--- src/rtl/scale_fifo_line_rd_sched.sv ---
// Line-burst read scheduler between the synchronous scale FIFO and the scaler core.
// Latency: first read 2 cycles after start; first pixel READ_LAT+1 cycles after its read.
// Backpressure: out_ready stalls the skid head. Reads stop while skid_occ + inflight would exceed 4.
//
// Ports:
//   clk, rst_n          - single clock, synchronous active-low reset
//   start, abort        - frame start pulse (only honoured in IDLE) / frame abort pulse
//   fifo_rd_*           - FIFO read port: enable, data (READ_LAT later), empty flag, occupancy
//   out_data/valid/ready- pixel stream to the scaler, with out_sof / out_eol tags
//   busy, frame_done    - not-idle status, one-cycle pulse after the last pixel is accepted
//   line_cnt            - lines fully accepted downstream in the current frame
module scale_fifo_line_rd_sched #(
    parameter int RD_DATA_WIDTH  = 32,
    parameter int RD_DEPTH_WIDTH = 10,
    parameter int LINE_PIX       = 640,
    parameter int FRAME_LINES    = 480,
    parameter int READ_LAT       = 1
) (
    input  logic                      clk,
    input  logic                      rst_n,
    input  logic                      start,
    input  logic                      abort,
    output logic                      fifo_rd_en,
    input  logic [RD_DATA_WIDTH-1:0]  fifo_rd_data,
    input  logic                      fifo_rd_empty,
    input  logic [RD_DEPTH_WIDTH:0]   fifo_rd_water_level,
    output logic [RD_DATA_WIDTH-1:0]  out_data,
    output logic                      out_valid,
    input  logic                      out_ready,
    output logic                      out_sof,
    output logic                      out_eol,
    output logic                      busy,
    output logic                      frame_done,
    output logic [11:0]               line_cnt
);

    typedef enum logic [2:0] {
        IDLE,
        WAIT_LINE,
        BURST,
        DRAIN,
        FLUSH
    } state_t;

    // Comparison width wide enough for both the water level and a 12-bit line length.
    localparam int CMP_W = (RD_DEPTH_WIDTH + 1 > 13) ? RD_DEPTH_WIDTH + 1 : 13;
    localparam logic [CMP_W-1:0] LINE_PIX_C = CMP_W'(LINE_PIX);
    localparam logic [11:0]      LAST_PIX   = 12'(LINE_PIX - 1);
    localparam logic [11:0]      LAST_LINE  = 12'(FRAME_LINES - 1);
    localparam int               SKID_W     = RD_DATA_WIDTH + 2;

    state_t                 state;
    logic                   rd_en_q;
    logic                   first_rd;
    logic                   frame_done_q;
    logic [11:0]            rd_cnt;
    logic [11:0]            lines_issued;
    logic [11:0]            line_cnt_q;
    logic [1:0]             flush_cnt;

    // Tag pipe: one stage per cycle of FIFO read latency, aligned with returning data.
    logic [READ_LAT-1:0]    pipe_v;
    logic [READ_LAT-1:0]    pipe_sof;
    logic [READ_LAT-1:0]    pipe_eol;

    // Skid buffer entries are {sof, eol, data}.
    logic [SKID_W-1:0]      skid_mem [4];
    logic [1:0]             wr_ptr;
    logic [1:0]             rd_ptr;
    logic [2:0]             skid_occ;

    logic                   abort_act;
    logic                   rd;
    logic                   pop;
    logic                   wr;
    logic                   last_rd;
    logic                   water_ok;
    logic                   credit_ok;
    logic [2:0]             inflight;
    logic [3:0]             credit_sum;
    logic [SKID_W-1:0]      head;

    always_comb begin
        abort_act = abort && (state != IDLE);
        // rd_en_q holds the schedule decided last cycle; empty and abort veto it
        // combinationally so a read is never issued into an empty FIFO or an abort.
        rd        = rd_en_q && !fifo_rd_empty && !abort_act;
        last_rd   = rd && (rd_cnt == LAST_PIX);
        head      = skid_mem[rd_ptr];
        pop       = (skid_occ != 3'd0) && out_ready;
        wr        = pipe_v[READ_LAT-1] && !abort_act;
        water_ok  = CMP_W'(fifo_rd_water_level) >= LINE_PIX_C;
        inflight  = 3'd0;
        for (int i = 0; i < READ_LAT; i++) begin
            inflight = inflight + 3'(pipe_v[i]);
        end
        // Credit as it will stand next cycle: this cycle's read adds one, a pop frees one,
        // a skid write just moves an entry from inflight to occupancy.
        credit_sum = 4'(skid_occ) + 4'(inflight) + 4'(rd) - 4'(pop);
        credit_ok  = credit_sum < 4'd4;
    end

    assign fifo_rd_en = rd;
    assign out_valid  = (skid_occ != 3'd0);
    assign out_data   = head[RD_DATA_WIDTH-1:0];
    assign out_sof    = out_valid && head[SKID_W-1];
    assign out_eol    = out_valid && head[SKID_W-2];
    assign busy       = (state != IDLE);
    assign frame_done = frame_done_q;
    assign line_cnt   = line_cnt_q;

    // Tag pipe. Abort drops everything still in flight; FLUSH then waits out the data.
    always_ff @(posedge clk) begin
        if (!rst_n || abort_act) begin
            pipe_v   <= '0;
            pipe_sof <= '0;
            pipe_eol <= '0;
        end else begin
            pipe_v[0]   <= rd;
            pipe_sof[0] <= rd && first_rd;
            pipe_eol[0] <= last_rd;
            for (int i = 1; i < READ_LAT; i++) begin
                pipe_v[i]   <= pipe_v[i-1];
                pipe_sof[i] <= pipe_sof[i-1];
                pipe_eol[i] <= pipe_eol[i-1];
            end
        end
    end

    // Skid buffer. Sized 4 so the credit limit can never overflow it.
    always_ff @(posedge clk) begin
        if (!rst_n) begin
            for (int k = 0; k < 4; k++) begin
                skid_mem[k] <= '0;
            end
            wr_ptr   <= 2'd0;
            rd_ptr   <= 2'd0;
            skid_occ <= 3'd0;
        end else if (abort_act) begin
            wr_ptr   <= 2'd0;
            rd_ptr   <= 2'd0;
            skid_occ <= 3'd0;
        end else begin
            if (wr) begin
                skid_mem[wr_ptr] <= {pipe_sof[READ_LAT-1], pipe_eol[READ_LAT-1], fifo_rd_data};
                wr_ptr           <= wr_ptr + 2'd1;
            end
            if (pop) begin
                rd_ptr <= rd_ptr + 2'd1;
            end
            skid_occ <= skid_occ + 3'(wr) - 3'(pop);
        end
    end

    // Control FSM with registered read schedule, counters and frame_done.
    always_ff @(posedge clk) begin
        if (!rst_n) begin
            state        <= IDLE;
            rd_en_q      <= 1'b0;
            first_rd     <= 1'b0;
            frame_done_q <= 1'b0;
            rd_cnt       <= 12'd0;
            lines_issued <= 12'd0;
            line_cnt_q   <= 12'd0;
            flush_cnt    <= 2'd0;
        end else begin
            rd_en_q      <= 1'b0;
            frame_done_q <= 1'b0;

            if (pop && out_eol) begin
                line_cnt_q <= line_cnt_q + 12'd1;
            end
            if (rd) begin
                first_rd <= 1'b0;
                rd_cnt   <= last_rd ? 12'd0 : rd_cnt + 12'd1;
            end
            if (last_rd) begin
                lines_issued <= lines_issued + 12'd1;
            end

            case (state)
                IDLE: begin
                    if (start && !abort) begin
                        state        <= WAIT_LINE;
                        rd_cnt       <= 12'd0;
                        lines_issued <= 12'd0;
                        line_cnt_q   <= 12'd0;
                        first_rd     <= 1'b1;
                    end
                end
                WAIT_LINE: begin
                    if (abort) begin
                        state     <= FLUSH;
                        flush_cnt <= 2'(READ_LAT - 1);
                    end else if (water_ok) begin
                        state   <= BURST;
                        rd_en_q <= credit_ok;
                    end
                end
                BURST: begin
                    if (abort) begin
                        state     <= FLUSH;
                        flush_cnt <= 2'(READ_LAT - 1);
                    end else if (last_rd) begin
                        // lines_issued still holds the pre-increment count here.
                        state <= (lines_issued == LAST_LINE) ? DRAIN : WAIT_LINE;
                    end else begin
                        rd_en_q <= credit_ok;
                    end
                end
                DRAIN: begin
                    if (abort) begin
                        state     <= FLUSH;
                        flush_cnt <= 2'(READ_LAT - 1);
                    end else if (pop && out_eol && (line_cnt_q == LAST_LINE)) begin
                        frame_done_q <= 1'b1;
                        state        <= IDLE;
                    end
                end
                FLUSH: begin
                    if (flush_cnt == 2'd0) begin
                        state <= IDLE;
                    end else begin
                        flush_cnt <= flush_cnt - 2'd1;
                    end
                end
                default: state <= IDLE;
            endcase
        end
    end

endmodule

--- config.mk ---
export PLATFORM = sky130hd
export DESIGN_NAME = scale_fifo_line_rd_sched
export DESIGN_NICKNAME = d
export VERILOG_FILES = /design/src/rtl/scale_fifo_line_rd_sched.sv
export SDC_FILE = /design/constraint.sdc
export NUM_CORES = 1
export LEC_CHECK = 0
export CORE_MARGIN = 2
export CORE_UTILIZATION = 51
export CTS_CLUSTER_DIAMETER = 60
export CTS_CLUSTER_SIZE = 16
export DETAILED_ROUTE_END_ITERATION = 7
export GPL_ROUTABILITY_DRIVEN = 0
export PLACE_DENSITY = 0.77
export SLEW_MARGIN = 30
export SYNTH_ARGS = -nofsm -noshare
export SYNTH_HDL_FRONTEND = slang
export SYNTH_SLANG_ARGS = --single-unit
--- constraint.sdc ---
create_clock -name clk -period 4.1 [get_ports clk]
set_input_delay 1.025 -clock clk [delete_from_list [all_inputs] [get_ports clk]]
set_output_delay 1.025 -clock clk [all_outputs]
set_load 0.005 [all_outputs]
==> impl_metrics.py, run 1 <==
metrics = {
    "die": {
        "die-height_um": 134,
        "die-area_um2": 17900,
        "chipWidth_um": 134,
        "start_util_pct": 51.9,
        "ios": 99,
        "rows": 47,
        "fp.coreArea_um2": 16500,
    },
    "final_layout": {
        "utilization_pct": 62.5,
        "fill_cells": 1255,
        "nNetsFinal": 860,
        "layout-drive-gt1-share_pct": 10.6,
        "synthToLayoutAreaGrowth_pct": 20.5,
        "num_antenna_cells": 0,
    },
    "synth": {
        "synth.most_common_cell": "edfxtp_1",
        "synthAdderAreaFrac_pct": 1.40,
        "synth_top_family_by_area": "simple AND/OR/NAND/NOR gates",
        "synth_xor_area_share_pct": 1.94,
        "synthCells": 713,
        "yosys_register_bits": 192,
        "synth_compound_area_share_pct": 4.75,
        "synth-warning-count": 0,
        "netlist_area_um2": 8570,
        "synth_edf_count": 136,
        "syn-num-nets": 771,
        "synth.distinct_cells": 47,
        "muxShareOfSynthArea_pct": 9.75,
        "ys_top_cells_by_count": "edfxtp_1, nor2_1, nand2_1",
        "avgSynthCellArea_um2": 12.0,
        "synthFlopType": "edfxtp_1",
        "synthSimpleGateAreaFrac_pct": 17.5,
        "yosys-top-cells-area": "edfxtp_1, dfxtp_1, mux4_2",
        "synth-seq-area-share_pct": 60.7,
        "synth_top_cell_by_area": "edfxtp_1",
        "synth-async-reset-ratio_pct": 0,
        "synth_top_area_share_pct": 47.7,
    },
    "sta": {
        "slew_headroom_pct": 52.7,
        "max_freq_mhz": 278,
        "setup_viol": 0,
        "fin_skew_ns": 0.0141,
        "worst_pin_slew_ns": 0.710,
        "setup_tns_ns": 0,
        "report.final.hold_viol_count": 0,
        "timing.final.crit_share_pct": 87.9,
        "slew_violations": 0,
        "rsz0062_at_grt": "false",
        "period_minus_slack_ns": 3.60,
    },
    "hold_path": {
        "hold_path_depth": 2,
        "hold_path_end": "lines_issued[11]$_SDFF_PN0_",
        "hp-class": "reg2reg",
        "min_from": "lines_issued[11]$_SDFF_PN0_",
    },
    "worst_setup_path": {
        "worstReg2RegEnd": "skid_mem[0][9]$_SDFFCE_PN0P_",
        "cp-end-kind": "output pin",
        "crit_path_max_incr_delay_ns": 0.78,
        "path_cells": "buf_4 > mux4_2 > clkdlybuf4s50_1",
        "reg2regPathDepth": 6,
        "reg2reg_from": "state[2]$_SDFFE_PN0P_",
        "required_ns": 3.07,
        "arrival_ns": 2.58,
        "r2r_slack_ns": 1.68,
        "cp_max_fo": 18,
        "worstSetupPathType": "reg2out",
        "critPathSlowestCell": "dfxtp_2",
        "cp-start-kind": "register",
    },
    "clocking": {
        "clock_latency_ns": 0.43,
        "cts_buffer_depth": 2,
        "numCtsBuffers": 17,
        "cts_setup_buffers": 0,
        "path_clk_slew_ns": 0.06,
        "clkSinkCount": 192,
        "cts_tree": "yes",
        "cts-root-buf": "clkbuf_16",
        "cts-resized-gates": 0,
        "cts_hold_buf": 0,
        "ctsHtreeMaxLevel": 4,
    },
    "detailed_routing": {
        "dr.pass1.iters": 5,
        "drtAntennaViolNets": 0,
        "wl_per_cell_um": 17.5,
        "vias": 5800,
        "wirelength_um": 18100,
        "drt_iter0_drc": 427,
        "drc": 0,
        "viasPerCell": 5.60,
    },
    "global_route": {
        "grt_pass1_wl_um": 29100,
        "grt_max_degree": 35,
        "grt_overflow": 0,
        "grt_pass1_vias": 5855,
        "antenna_found_initial": 0,
        "grt_usage_pct": 21.0,
    },
    "placed_design": {
        "dp_hpwl_um": 11600,
        "io_buffers": 91,
    },
    "outcome": {
        "status": "completed",
    },
    "run": {
        "max_cap_viol_count": 0,
    },
    "pwr": {
        "p_leak_uw": 0.00371,
        "ir_drop_mv": 0.302,
        "pwr_density_cell_nw_per_um2": 450,
    },
}
## sequential cells by signal, indices dropped and copies added (netlist names), 2 cells and up, named ones only
name / cells
skid_mem: 136
lines_issued: 12
state: 3
flush_cnt: 2
rd_cnt: 12
rd_ptr: 2
skid_occ: 3
wr_ptr: 2
line_cnt: 12
## power breakdown
part | leakage (uW) | switching [uW] | internal (uW) | total [uW]
clock network | 0.000263 | 684 | 900 | 1580
registers | 0.00185 | 96.0 | 2140 | 2240
logic | 0.00159 | 331 | 495 | 826
total | 0.00371 | 1110 | 3540 | 4650
## how the worst max path moves through the flow
stage / end / start / depth (start not counted) / slack [ns]
2_1_floorplan: skid_mem[1][0]$_SDFFCE_PN0P_ / abort / 4 / -0.35
3_3_place_gp: fifo_rd_en / fifo_rd_empty / 5 / 0.59
3_5_place_dp: fifo_rd_en / fifo_rd_empty / 5 / 0.57
4_1_cts: out_data[15] / register / 3 / 0.44
5_1_grt: out_data[14] / register / 3 / 0.32
6_report: out_data[14] / register / 3 / 0.50
## layout by cell type, fill, tap and decap left out, drive strengths merged, types with 9 or more instances in the layout
cell	n
nand4	11
clkbuf	23
edfxtp	136
mux4	34
nand2	67
buf	16
and2	45
dfxtp	56
nor4	11
or3	12
xor2	10
a21oi	21
nor3	9
xnor2	9
inv	48
nand3	16
nor2	94
or4	9
clkdlybuf4s50	91
o21ai	19
nand2b	14
## layer usage
| metal | GRT usage (%) | vias up | wire [um] |
|---|---|---|---|
| met1 | 26.2 | 2890 | 7640 |
| met4 | 7.21 | 0 | 301 |
| met3 | 3.46 | 24 | 734 |
| met2 | 37.3 | 151 | 9390 |
| met5 | 0 | - | 0 |
| li1 | - | 2735 | - |
## cells by family after synthesis
| group | Yosys count |
|---|---|
| simple gates | 303 |
| flops | 192 |
| buf+inv | 84 |
| compound gates | 65 |
| mux | 41 |
| xor+xnor | 19 |
| fa+ha+maj | 9 |
## stage by stage
step	cells	hold slack, ns	total power (uW)	instance area (um2)	setup slack (ns)
after floorplan	713	0.430	2730	8570	-0.347
after global placement	1003	0.451	3090	9770	0.592
after detailed placement	1003	0.465	3110	9770	0.566
after CTS	1035	0.481	4680	10300	0.440
after global routing	1035	0.501	4840	10300	0.320
final	1035	0.475	4650	10300	0.498
## critical path: cells and delay by family (launching register included)
kind | cells | cell delay [ns]
multiplexers | 1 | 0.54
buffers and inverters | 2 | 0.82
flip-flops | 1 | 0.78
## layout make-up
cell class	instances	area [um2]	share of cell area, %
well taps	220	275	2.67
clock inverters	9	110	1.07
clock buffers	23	448	4.34
multi-input cells	437	3070	29.7
flip-flops and latches	192	5210	50.4
inverters	47	176	1.71
repair buffers	107	1040	10.1
Note: power is estimated with default switching activity, not from simulation.
==> inputs of run 2 (changes only) <==
--- a/config.mk
+++ b/config.mk
@@ -6,12 +6,12 @@
 export NUM_CORES = 1
 export LEC_CHECK = 0
 export CORE_MARGIN = 2
-export CORE_UTILIZATION = 51
+export CORE_UTILIZATION = 60
 export CTS_CLUSTER_DIAMETER = 60
 export CTS_CLUSTER_SIZE = 16
 export DETAILED_ROUTE_END_ITERATION = 7
 export GPL_ROUTABILITY_DRIVEN = 0
-export PLACE_DENSITY = 0.77
+export PLACE_DENSITY = 0.85
 export SLEW_MARGIN = 30
 export SYNTH_ARGS = -nofsm -noshare
 export SYNTH_HDL_FRONTEND = slang
==> constraint.sdc (replaced) <==
create_clock -name clk -period 4.4 [get_ports clk]
set_input_delay 1.1 -clock clk [delete_from_list [all_inputs] [get_ports clk]]
set_output_delay 1.1 -clock clk [all_outputs]
set_load 0.005 [all_outputs]
==> run 2 against run 1 <==
  * Hold slack gained 0.0016 ns
  * Global-route usage grew 5.3 points
  * Critical path type is now in2out
  * Critical endpoint is now fifo_rd_en
  * Final cell count shrank 4.0%
==> impl_metrics.py, run 2 (synthesized netlist as in run 1, its figures left out) <==
metrics = {
    "sta": {
        "period_minus_slack_ns": 3.73,
        "worst_pin_slew_ns": 0.659,
        "timing.final.crit_share_pct": 84.8,
        "whs_ns": 0.476,
        "report.final.hold_viol_count": 0,
        "setup_tns_ns": 0,
        "slew_headroom_pct": 55.8,
        "fin_ws_ns": 0.670,
        "rsz0062_at_grt": "false",
        "max_freq_mhz": 268,
        "fin_skew_ns": 0.0182,
        "slew_violations": 0,
        "setup_viol": 0,
    },
    "worst_setup_path": {
        "path_cells": "clkdlybuf4s50_1 > o31ai_2 > nand2_1 > inv_1 > clkdlybuf4s50_1",
        "reg2reg_from": "state[2]$_SDFFE_PN0P_",
        "required_ns": 3.30,
        "path_common_cell": "clkdlybuf4s50_1",
        "cp.buffers_inverters": 3,
        "cp_max_fo": 10,
        "critPathSlowestCell": "clkdlybuf4s50_1",
        "cp-start-kind": "input pin",
        "critPathLaunch": "abort",
        "crit_path_max_incr_delay_ns": 0.59,
        "arrival_ns": 2.63,
        "worstSetupPathType": "in2out",
        "cp-end-kind": "output pin",
        "critical-path-top-delay-family": "buffers and inverters",
    },
    "detailed_routing": {
        "viasPerCell": 5.92,
        "wirelength_um": 19100,
        "drtAntennaViolNets": 0,
        "dr.pass1.iters": 5,
        "wl_per_cell_um": 19.2,
        "drt_iter0_drc": 480,
        "vias": 5884,
        "drc": 0,
    },
    "final_layout": {
        "largest_reg_flops": 136,
        "num_antenna_cells": 0,
        "fill_cells": 855,
        "regMostFlops": "skid_mem",
        "mostFrequentLayoutCells": "edfxtp_1, nor2_1, clkdlybuf4s50_1, nand2_1, dfxtp_1",
        "layout.cells.most_common": "edfxtp_1",
        "synthToLayoutAreaGrowth_pct": 20.5,
        "layout-drive-gt1-share_pct": 10.7,
        "fin_area_um2": 10300,
        "utilization_pct": 74.1,
        "nNetsFinal": 859,
    },
    "global_route": {
        "busiest_layer": "met2",
        "grtUsageMet2_pct": 47.2,
        "use_met3_pct": 4.84,
        "grt_usage_pct": 26.3,
        "grt_overflow": 0,
        "antenna_found_initial": 0,
        "grt_max_degree": 36,
        "grt.met1_usage_pct": 30.2,
        "grt_pass1_vias": 6044,
        "grt_pass1_wl_um": 29800,
    },
    "clocking": {
        "ctsHtreeMaxLevel": 4,
        "cts_hold_buf": 0,
        "clock_latency_ns": 0.43,
        "cts-resized-gates": 0,
        "clkSinkCount": 192,
        "cts-root-buf": "clkbuf_16",
        "cts_buffer_depth": 2,
        "cts_setup_buffers": 0,
        "numCtsBuffers": 17,
        "path_clk_slew_ns": 0.06,
        "cts_tree": "yes",
    },
    "pwr": {
        "pwr_density_cell_nw_per_um2": 433,
        "ir_drop_mv": 0.363,
        "p_leak_uw": 0.00374,
        "p_sw_uw": 1060,
        "p_seq_share_pct": 45.8,
        "power_frac_comb_pct": 18.2,
        "intPower_uw": 3410,
        "p_clk_share_pct": 35.9,
        "switching_share_pct": 23.7,
    },
    "hold_path": {
        "min_from": "lines_issued[11]$_SDFF_PN0_",
        "hp-class": "reg2reg",
    },
    "die": {
        "die-height_um": 124,
        "die-area_um2": 15300,
        "chipWidth_um": 124,
        "rows": 43,
        "start_util_pct": 61.5,
        "ios": 99,
        "fp.coreArea_um2": 13900,
    },
    "placed_design": {
        "io_buffers": 91,
        "placed_area_um2": 9710,
        "dp_hpwl_um": 11900,
        "dp_slack_ns": 0.719,
    },
    "run": {
        "max_cap_viol_count": 0,
    },
    "outcome": {
        "status": "completed",
    },
}
[run 2: changes by cell type in the layout (fill, tap and decap cells not counted), sizes merged]
cell,before,now
clkinv,4,5
buf,16,15
clkbuf,23,18
inv,48,50
bufinv,2,4
[run 2: layout make-up]
class	count	area, um2	area share [%]
Clock buffer	18	429	4.16
Clock inverter	14	186	1.81
Inverter	47	176	1.71
Multi-Input combinational cell	437	3070	29.7
Sequential cell	192	5210	50.4
Tap cell	180	225	2.18
Timing Repair Buffer	106	1040	10.0
[run 2: per-layer routing]
layer  vias up  wire length [um]
met5         -                 0
met4         0               520
met3        38              1130
met2       249             10200
met1      2864              7280
li1       2733                 -
[run 2: metrics by stage]
step	std cells	total power (uW)
6_report	994	4470
3_3_place_gp	962	2880
3_5_place_dp	962	2900
2_1_floorplan	713	2540
4_1_cts	994	4500
5_1_grt	994	4650
[run 2: final timing paths]
check | end | slack (ns) | depth (start not counted)
max reg2reg | skid_mem[0][25]$_SDFFCE_PN0P_ | 1.97 | 6
min reg2reg | lines_issued[11]$_SDFF_PN0_ | 0.48 | 2
min | lines_issued[11]$_SDFF_PN0_ | 0.48 | 2
max | fifo_rd_en | 0.67 | 5
[run 2: worst min-delay path, stage by stage, from the launching register on]
cell and delay (ns):
dfxtp_1 0.32, nand2_1 0.06, mux2i_1 0.05
[run 2: power by group through the flow]
stage | clock, uW | sequential, uW | combinational [uW]
after floorplan | 0 | 2060 | 476
after global placement | 0 | 2080 | 799
after detailed placement | 0 | 2090 | 811
after CTS | 1620 | 2050 | 827
after global routing | 1700 | 2060 | 892
final | 1610 | 2050 | 816
